[src/rtl/sample_player.sv]
// -----------------------------------------------------------------------------
// sample_player
//
// Playback engine for recorded audio. Walks the sample BRAM from address 0 up
// to the captured length. The BRAM has a one-cycle registered read, so the
// engine prefetches one sample ahead into a holding buffer. It emits exactly
// one sample per external sample_tick, and can optionally loop.
//
// Parameters
//   ADDR_W   BRAM address width (depth = 2**ADDR_W)
//   DATA_W   sample width
//   SILENCE  unsigned midscale value driven when playback is stopped
//
// Ports
//   Clk           in   sole clock, rising edge
//   Reset_n       in   asynchronous active-low reset
//   start         in   pulse: (re)start playback from address 0
//   stop          in   pulse: abort playback, output SILENCE
//   loop_en       in   wrap to address 0 after the last sample
//   rec_len       in   number of recorded samples, captured on start
//   sample_tick   in   sample-rate strobe
//   ram_addr      out  BRAM read address
//   ram_rd        out  read request; ram_addr is valid while high
//   ram_data      in   BRAM registered read data
//   sample_out    out  current output sample (registered)
//   sample_valid  out  pulse when sample_out updates from playback
//   playing       out  high whenever not idle
//   done          out  pulse with the final sample of non-looping playback
//   underrun      out  pulse when a tick arrives before the prefetch is ready
// -----------------------------------------------------------------------------
module sample_player #(
    parameter int                 ADDR_W  = 18,
    parameter int                 DATA_W  = 10,
    parameter logic [DATA_W-1:0]  SILENCE = 10'd512
) (
    input  logic              Clk,
    input  logic              Reset_n,
    input  logic              start,
    input  logic              stop,
    input  logic              loop_en,
    input  logic [ADDR_W:0]   rec_len,
    input  logic              sample_tick,
    output logic [ADDR_W-1:0] ram_addr,
    output logic              ram_rd,
    input  logic [DATA_W-1:0] ram_data,
    output logic [DATA_W-1:0] sample_out,
    output logic              sample_valid,
    output logic              playing,
    output logic              done,
    output logic              underrun
);

    localparam logic [1:0] S_IDLE  = 2'd0;
    localparam logic [1:0] S_FETCH = 2'd1;
    localparam logic [1:0] S_LATCH = 2'd2;
    localparam logic [1:0] S_READY = 2'd3;

    localparam logic [ADDR_W:0]   DEPTH    = {1'b1, {ADDR_W{1'b0}}};
    localparam logic [ADDR_W:0]   LEN_ONE  = {{ADDR_W{1'b0}}, 1'b1};
    localparam logic [ADDR_W-1:0] PTR_ONE  = {{(ADDR_W-1){1'b0}}, 1'b1};

    logic [1:0]        r_state;
    logic [ADDR_W-1:0] r_ptr;
    logic [ADDR_W:0]   r_len;
    logic [DATA_W-1:0] r_buf;
    logic              r_pend;
    logic [DATA_W-1:0] r_sample_out;
    logic              r_sample_valid;
    logic              r_done;
    logic              r_underrun;

    logic [1:0]        w_state_nxt;
    logic [ADDR_W-1:0] w_ptr_nxt;
    logic [ADDR_W:0]   w_len_nxt;
    logic [ADDR_W:0]   w_len_clamp;
    logic              w_start_ok;
    logic              w_override;
    logic              w_fetching;
    logic              w_service;
    logic              w_fire;
    logic              w_last;
    logic              w_done_go;
    logic              w_underrun_go;

    // ---------------------------------------------------------------------
    // Decode
    // ---------------------------------------------------------------------
    assign w_len_clamp = (rec_len > DEPTH) ? DEPTH : rec_len;
    assign w_start_ok  = start && (rec_len != '0);

    // stop and an accepted start both pre-empt whatever the FSM would do
    assign w_override  = stop || w_start_ok;

    assign w_fetching  = (r_state == S_FETCH) || (r_state == S_LATCH);
    assign w_service   = (r_state == S_READY) && (sample_tick || r_pend);
    assign w_fire      = w_service && !w_override;

    // Compare in ADDR_W+1 bits so a full-depth length (2**ADDR_W) works
    assign w_last        = ({1'b0, r_ptr} == (r_len - LEN_ONE));
    assign w_done_go     = w_fire && w_last && !loop_en;
    assign w_underrun_go = !w_override && sample_tick && w_fetching;

    // ---------------------------------------------------------------------
    // Next-state logic for sequencing registers
    // ---------------------------------------------------------------------
    always_comb begin
        w_state_nxt = r_state;
        w_ptr_nxt   = r_ptr;
        w_len_nxt   = r_len;

        if (stop) begin
            w_state_nxt = S_IDLE;
        end else if (w_start_ok) begin
            w_state_nxt = S_FETCH;
            w_ptr_nxt   = '0;
            w_len_nxt   = w_len_clamp;
        end else begin
            case (r_state)
                S_FETCH: w_state_nxt = S_LATCH;
                S_LATCH: w_state_nxt = S_READY;
                S_READY: begin
                    if (w_service) begin
                        if (w_last) begin
                            if (loop_en) begin
                                w_ptr_nxt   = '0;
                                w_state_nxt = S_FETCH;
                            end else begin
                                w_state_nxt = S_IDLE;
                            end
                        end else begin
                            w_ptr_nxt   = r_ptr + PTR_ONE;
                            w_state_nxt = S_FETCH;
                        end
                    end
                end
                default: ;
            endcase
        end
    end

    always_ff @(posedge Clk or negedge Reset_n) begin
        if (!Reset_n) begin
            r_state <= S_IDLE;
            r_ptr   <= '0;
            r_len   <= '0;
        end else begin
            r_state <= w_state_nxt;
            r_ptr   <= w_ptr_nxt;
            r_len   <= w_len_nxt;
        end
    end

    // ---------------------------------------------------------------------
    // Prefetch buffer and deferred-tick flag
    // ---------------------------------------------------------------------
    always_ff @(posedge Clk or negedge Reset_n) begin
        if (!Reset_n) begin
            r_buf <= '0;
        end else if (!stop && w_start_ok) begin
            r_buf <= '0;
        end else if (!w_override && (r_state == S_LATCH)) begin
            r_buf <= ram_data;
        end
    end

    // A tick during FETCH/LATCH is remembered once; further ticks are
    // dropped (still flagged as underrun) so no address is ever skipped.
    always_ff @(posedge Clk or negedge Reset_n) begin
        if (!Reset_n) begin
            r_pend <= 1'b0;
        end else if (w_override) begin
            r_pend <= 1'b0;
        end else if (w_underrun_go) begin
            r_pend <= 1'b1;
        end else if (w_fire) begin
            r_pend <= 1'b0;
        end
    end

    // ---------------------------------------------------------------------
    // Registered outputs
    // ---------------------------------------------------------------------
    always_ff @(posedge Clk or negedge Reset_n) begin
        if (!Reset_n) begin
            r_sample_out   <= SILENCE;
            r_sample_valid <= 1'b0;
            r_done         <= 1'b0;
            r_underrun     <= 1'b0;
        end else begin
            r_sample_valid <= w_fire;
            r_done         <= w_done_go;
            r_underrun     <= w_underrun_go;
            if (stop) begin
                r_sample_out <= SILENCE;
            end else if (w_fire) begin
                r_sample_out <= r_buf;
            end
        end
    end

    assign ram_addr     = r_ptr;
    assign ram_rd       = w_fetching;
    assign playing      = (r_state != S_IDLE);
    assign sample_out   = r_sample_out;
    assign sample_valid = r_sample_valid;
    assign done         = r_done;
    assign underrun     = r_underrun;

endmodule
[config.mk]
export PLATFORM = sky130hd
export DESIGN_NAME = sample_player
export DESIGN_NICKNAME = d
export VERILOG_FILES = /design/src/rtl/sample_player.sv
export SDC_FILE = /design/constraint.sdc
export NUM_CORES = 1
export LEC_CHECK = 0
export ABC_AREA = 1
export CORE_MARGIN = 4
export CORE_UTILIZATION = 45
export CTS_CLUSTER_DIAMETER = 150
export DETAILED_ROUTE_END_ITERATION = 10
export PLACE_DENSITY = 0.69
export RECOVER_POWER = 100
export SLEW_MARGIN = 30
export SYNTH_ARGS = -nofsm -noshare
export SYNTH_HDL_FRONTEND = slang
export SYNTH_SLANG_ARGS = --single-unit
export TNS_END_PERCENT = 10
[constraint.sdc]
create_clock -name Clk -period 2.75 [get_ports Clk]
set_clock_uncertainty 0.15 [all_clocks]
set_input_delay 0.55 -clock Clk [delete_from_list [all_inputs] [get_ports Clk]]
set_output_delay 0.55 -clock Clk [all_outputs]
set_load 0.01 [all_outputs]
* After elaboration in Yosys (flattened, before gate mapping) *
Cells that the tools add are included.

word-level totals
  bits in registers = 63
  output and inout bits = 33
  word-level logic and storage cells = 64

operators by class
  add/subtract/negate cells = 2
  magnitude comparators = 1
  eq/ne operators = 6
  mux-type cells = 19
  bitwise operators = 1
  reductions and logical operators = 26

operator list
  cell                   number
  $mux 18                5
  $mux 10                4
  $eq 18x19->1           1
  $gt 19x19->1 const B   1
  $mux 19                1
  $reduce_bool 19->1     1
  $sub 19x1->19 const B  1
  $add 18x1->18 const B  1
  $reduce_bool 2->1      5
  $logic_and 1x1->1      9
  $mux 2                 4
  $pmux 2 s3             1
  $reduce_bool 5->1      1
  $eq 2x2->1 const B     2
  $mux 1                 4
  $ne 4x4->1 const B     1
  $reduce_and 2->1       2
  $reduce_and 4->1       1
  $logic_not 1->1        3
  $logic_or 1x1->1       3
  $ne 3x3->1 const B     1
  $reduce_bool 3->1      1
  $eq 2x1->1 const B     1
  $not 1->1              1

* Depth between registers and ports, before layout *
  word-level depth = 8
  depth in mapped cells = 18
  mapped depth without buffers = 17

* Least setup slack after synthesis *
No wires, ideal clock.

  path kind = register to register
  from = register r_len[0]
  to = register r_ptr[9] (netlist: ram_addr[9])
  library setup time = 0.116 ns
  arrival time = 1.943 ns
  data required time = 2.484 ns
  slack = 0.541 ns
  stages on the path, launching flop included = 18
  clock period less this slack = 2.209 ns
  cell sequence = dfrtp_1 inv_2 ha_1 nand2_4 nor2_4 buf_6 nand3_1 nand3_2 nand2_1 nor2_1 nand2_1 nor2_2 nand3_2 nand3_2 nand2_4 buf_6 nand2_1 nand2_1

on the way
  cells in the longest elaborated chain, start to end = 6

ends and longest elaborated chain
  item                      RTL line  source
  start: declaration        64        logic [ADDR_W:0] r_len;
  start signal: assignment  149       r_len <= w_len_nxt;
  $sub 19x1->19 (*)         99        assign w_last = ({1'b0, r_ptr} == (r_len - LEN_ONE));
  $eq 18x19->1 (*)          99
  $mux 18                   123       if (w_last) begin
  $mux 18                   122       if (w_service) begin
  $mux 18                   118       case (r_state)
  $mux 18                   113       end else if (w_start_ok) begin
  end signal: assignment    148       r_ptr <= w_ptr_nxt;
  end: declaration          63        logic [ADDR_W-1:0] r_ptr;

Mark *: on every way between the ends. The rest lies on a longest branch, timed or not. The select of a mux whose other input is x is not followed.
A chain may end at the register's enable or synchronous reset.

* Worst setup path after layout *
  from = register r_len[0]
  to = register r_ptr[14] (netlist: ram_addr[14])

The elaborated chain is that of the path after synthesis.

==> run_results.csv <==
group,metric,value,unit
route,via_per_inst,5.029,
grt,grt_antenna_before_repair,0,
timing,timing.fmax,395.4,MHz
route,drc,0,
route,dr_wl_met2,5.673,mm
cts,clk_pin_slew,0.08,ns
setup_path,reg2reg_from,"r_len[0]$_DFFE_PN0P_",
logic_synthesis,ys_seq_elements,63,
floorplanning,start_util,0.4609,
layout,drive_gt1_frac,0.09286,
floorplanning,io_pins,68,
cts,cts_sinks,63,
grt,grtUsageTotal,0.2236,
logic_synthesis,synth_nets,664,
route,ant_nets,0,
route,drt_wl_total,11.57,mm
timing,slew_headroom,-0.03886,
layout,n_antenna_cell,0,
logic_synthesis,synth-edff-count,0,
hold_path,worst_hold_path_type,"flip-flop to flip-flop",
floorplanning,die_h,105.3,um
cts,cts_tree,"done",
logic_synthesis,synthesis.instances,623,
logic_synthesis,synthesis.area,4259,um^2
power_and_ir_drop,p_clk_frac,0.304,
power_and_ir_drop,p_comb_frac,0.298,
timing,report.final.setup_viol,0,
cts,cts_root_buf,"clkbuf_8",
setup_path,startpoint,"r_len[0]$_DFFE_PN0P_",
grt,grt_max_degree,64,
floorplanning,die_x,105.3,um
route,wl_met1,5.108,mm
logic_synthesis,synth_warnings,0,
power_and_ir_drop,seqPwrFrac,0.397,
floorplanning,dieArea,11080,um^2
setup_path,worstSetupEndpointType,"flip-flop",
placement,dp_hpwl,8.790,mm
setup_path,cp.required,2.85,ns
timing,finalCritPeriodShare,0.9196,
timing,report.final.slew_viol_count,64,
hold_path,hold_end,"sample_out[9]$_DFFE_PN1P_",
setup_path,r2r_end,"ram_addr[14]$_DFFE_PN0P_",
logic_synthesis,avgSynthCellArea,6.836,um^2
grt,grt_pass1_wl,20.07,mm
timing,rsz0062_at_grt,"no",
cts,h-tree-depth,3,
setup_path,cp-start-kind,"flip-flop",
layout,area_growth,23.88,%
cts,cts_inserted_buffers,9,
route,dr.pass1.iters,4,
power_and_ir_drop,p_switching,0.001008,W
route,initialDrtViolationCount,168,
cts,clkLatencyLatePin,0.36,ns
setup_path,path_class,"flip-flop to flip-flop",
setup_path,ff2ff_setup_slack,0.22,ns
power_and_ir_drop,leakagePower,2.639,nW
setup_path,crit_fanout,18,
logic_synthesis,ys.flop_type,"dfrtp_1",
power_and_ir_drop,power.density,519.0,nW/um^2
setup_path,crit_arrival,2.63,ns
hold_path,hold_start,"r_buf[9]$_DFFE_PN0P_",
route,wire_per_inst,13.95,um
timing,worst_pin_slew,1.558,ns
route,via_count,4169,
floorplanning,coreArea,9240,um^2
placement,placed_cell_area,5077,um^2
run_status,violations,"capacitance limit, slew limit",
cts,cts_hold_buf,0,
flow_run,cap_viol_max_count,1,
timing,period_minus_slack,2.529,ns
logic_synthesis,ys_types,36,
placement,gp_congestion,0.9466,
logic_synthesis,async_reset_ff_frac,1.000,
placement,io_buffers,67,
grt,grt_pass1_vias,4161,
layout,design_area,5276,um^2
hold_path,hold_depth,2,
power_and_ir_drop,ir_drop,0.3102,mV
timing,hold_slack,0.3389,ns
layout,nets,736,
cts,clockBufferDepth,2,
timing,setup_tns,0,ns
floorplanning,rows,35,
route,wl_met3,558,um
power_and_ir_drop,intPower,0.001730,W
logic_synthesis,seq_area_frac_synth,0.3704,
layout,fin_util,0.5710,
grt,gr-total-overflow,0,
setup_path,reg2reg_depth,17,
run_status,status,"complete, but fails checks",
power_and_ir_drop,p_sw_frac,0.3682,
route,dr.max_layer_used,"met4",
timing,hold_viol_final,0,
## synth_stat cells (5+ instances only)
master | count | area [um^2]
inv_1 | 71 | 266.5
nand3_2 | 9 | 90.09
o21ai_0 | 38 | 190.2
a21oi_1 | 5 | 25.02
xnor2_1 | 7 | 61.31
xor2_1 | 12 | 105.1
dfrtp_1 | 62 | 1551
nand4_1 | 10 | 62.56
nand2_1 | 183 | 686.9
clkbuf_1 | 11 | 41.29
nor2_2 | 10 | 62.56
nor2_1 | 78 | 292.8
nand3_1 | 77 | 385.4
ha_1 | 6 | 75.07
nor3_1 | 6 | 30.03
## critical path, stage by stage (launching register included)
cell and delay (ns):
dfrtp_1 0.43, inv_2 0.09, ha_1 0.23, nand2_4 0.11
nor2_4 0.20, inv_2 0.04, nand2_1 0.07, nand2_1 0.05
nand2_1 0.11, nand2_1 0.06, nor2_1 0.16, nand2_1 0.09
nor2_2 0.14, nand2_1 0.10, nand2_4 0.19, nor2_1 0.08
nand2_1 0.07, nand2_1 0.05
## cell families after synthesis
kind of cell / Yosys count / synth area share
fa+ha+maj: 6 / 0.01763
buf+inv: 92 / 0.08842
flops: 63 / 0.3704
simple gates: 393 / 0.4207
xor+xnor: 20 / 0.04289
compound gates: 49 / 0.05993
## metrics by stage
| stage | instances | total power, W | setup slack, ns |
|---|---|---|---|
| 5_1_grt | 829 | 0.002935 | 0.01269 |
| 2_1_floorplan | 623 | 0.001640 | 0.5408 |
| 4_1_cts | 828 | 0.002764 | 0.1809 |
| 6_report | 829 | 0.002738 | 0.2210 |
| 3_5_place_dp | 812 | 0.001921 | 0.03245 |
| 3_3_place_gp | 812 | 0.001908 | 0.06858 |
## layout make-up
type                            count  area (um^2)
Clock inverter                      7        72.57
Multi-Input combinational cell    468         2315
Clock buffer                        9        123.9
Inverter                           76        285.3
Fill cell                         918         3964
Sequential cell                    63         1578
Tap cell                          129        161.4
Timing Repair Buffer               77        740.7
## power groups by stage
stage | clock, W | sequential (W) | combinational (W)
after floorplan | 0 | 0.00109 | 0.000549
after global placement | 0 | 0.00111 | 0.000802
after detailed placement | 0 | 0.00111 | 0.000814
after CTS | 0.000854 | 0.00109 | 0.000820
after global routing | 0.000896 | 0.00110 | 0.000935
final | 0.000834 | 0.00109 | 0.000817
## per-layer routing
metal,track usage,up-vias
li1,-,2111
met1,0.2893,1949
met2,0.3798,89
met3,0.04225,20
met4,0.06560,0
met5,0,-
## how the worst max path moves through the flow
stage	end	slack, ns	depth (start not counted)
floorplan	ram_addr[9]$_DFFE_PN0P_	0.54	17
global placement	ram_addr[3]$_DFFE_PN0P_	0.07	12
detailed placement	ram_addr[16]$_DFFE_PN0P_	0.03	12
CTS	ram_addr[16]$_DFFE_PN0P_	0.18	16
global route	ram_addr[1]$_DFFE_PN0P_	0.01	17
finish	ram_addr[14]$_DFFE_PN0P_	0.22	17
## layout by cell type, fill, tap and decap left out, drive strengths merged, types with 10 or more instances in the layout
cell,n
dfrtp,62
clkbuf,13
nand3,86
nand4,10
xor2,13
inv,76
clkdlybuf4s50,32
o21ai,40
nor2,93
dlygate4sd3,34
nand2,190
## state kept, by name (all words and copies together) (netlist names)
| name | cells |
|---|---|
| done | 1 |
| r_buf | 10 |
| r_len | 19 |
| r_pend | 1 |
| r_state | 2 |
| ram_addr | 18 |
| sample_out | 10 |
| sample_valid | 1 |
| underrun | 1 |
## repair_timing
action / in CTS / in global routing
gates resized for setup: 0 / 1
setup buffers: 0 / 1
setup endpoints to repair: 0 / 18
Note: power is estimated with default switching activity, not from simulation.
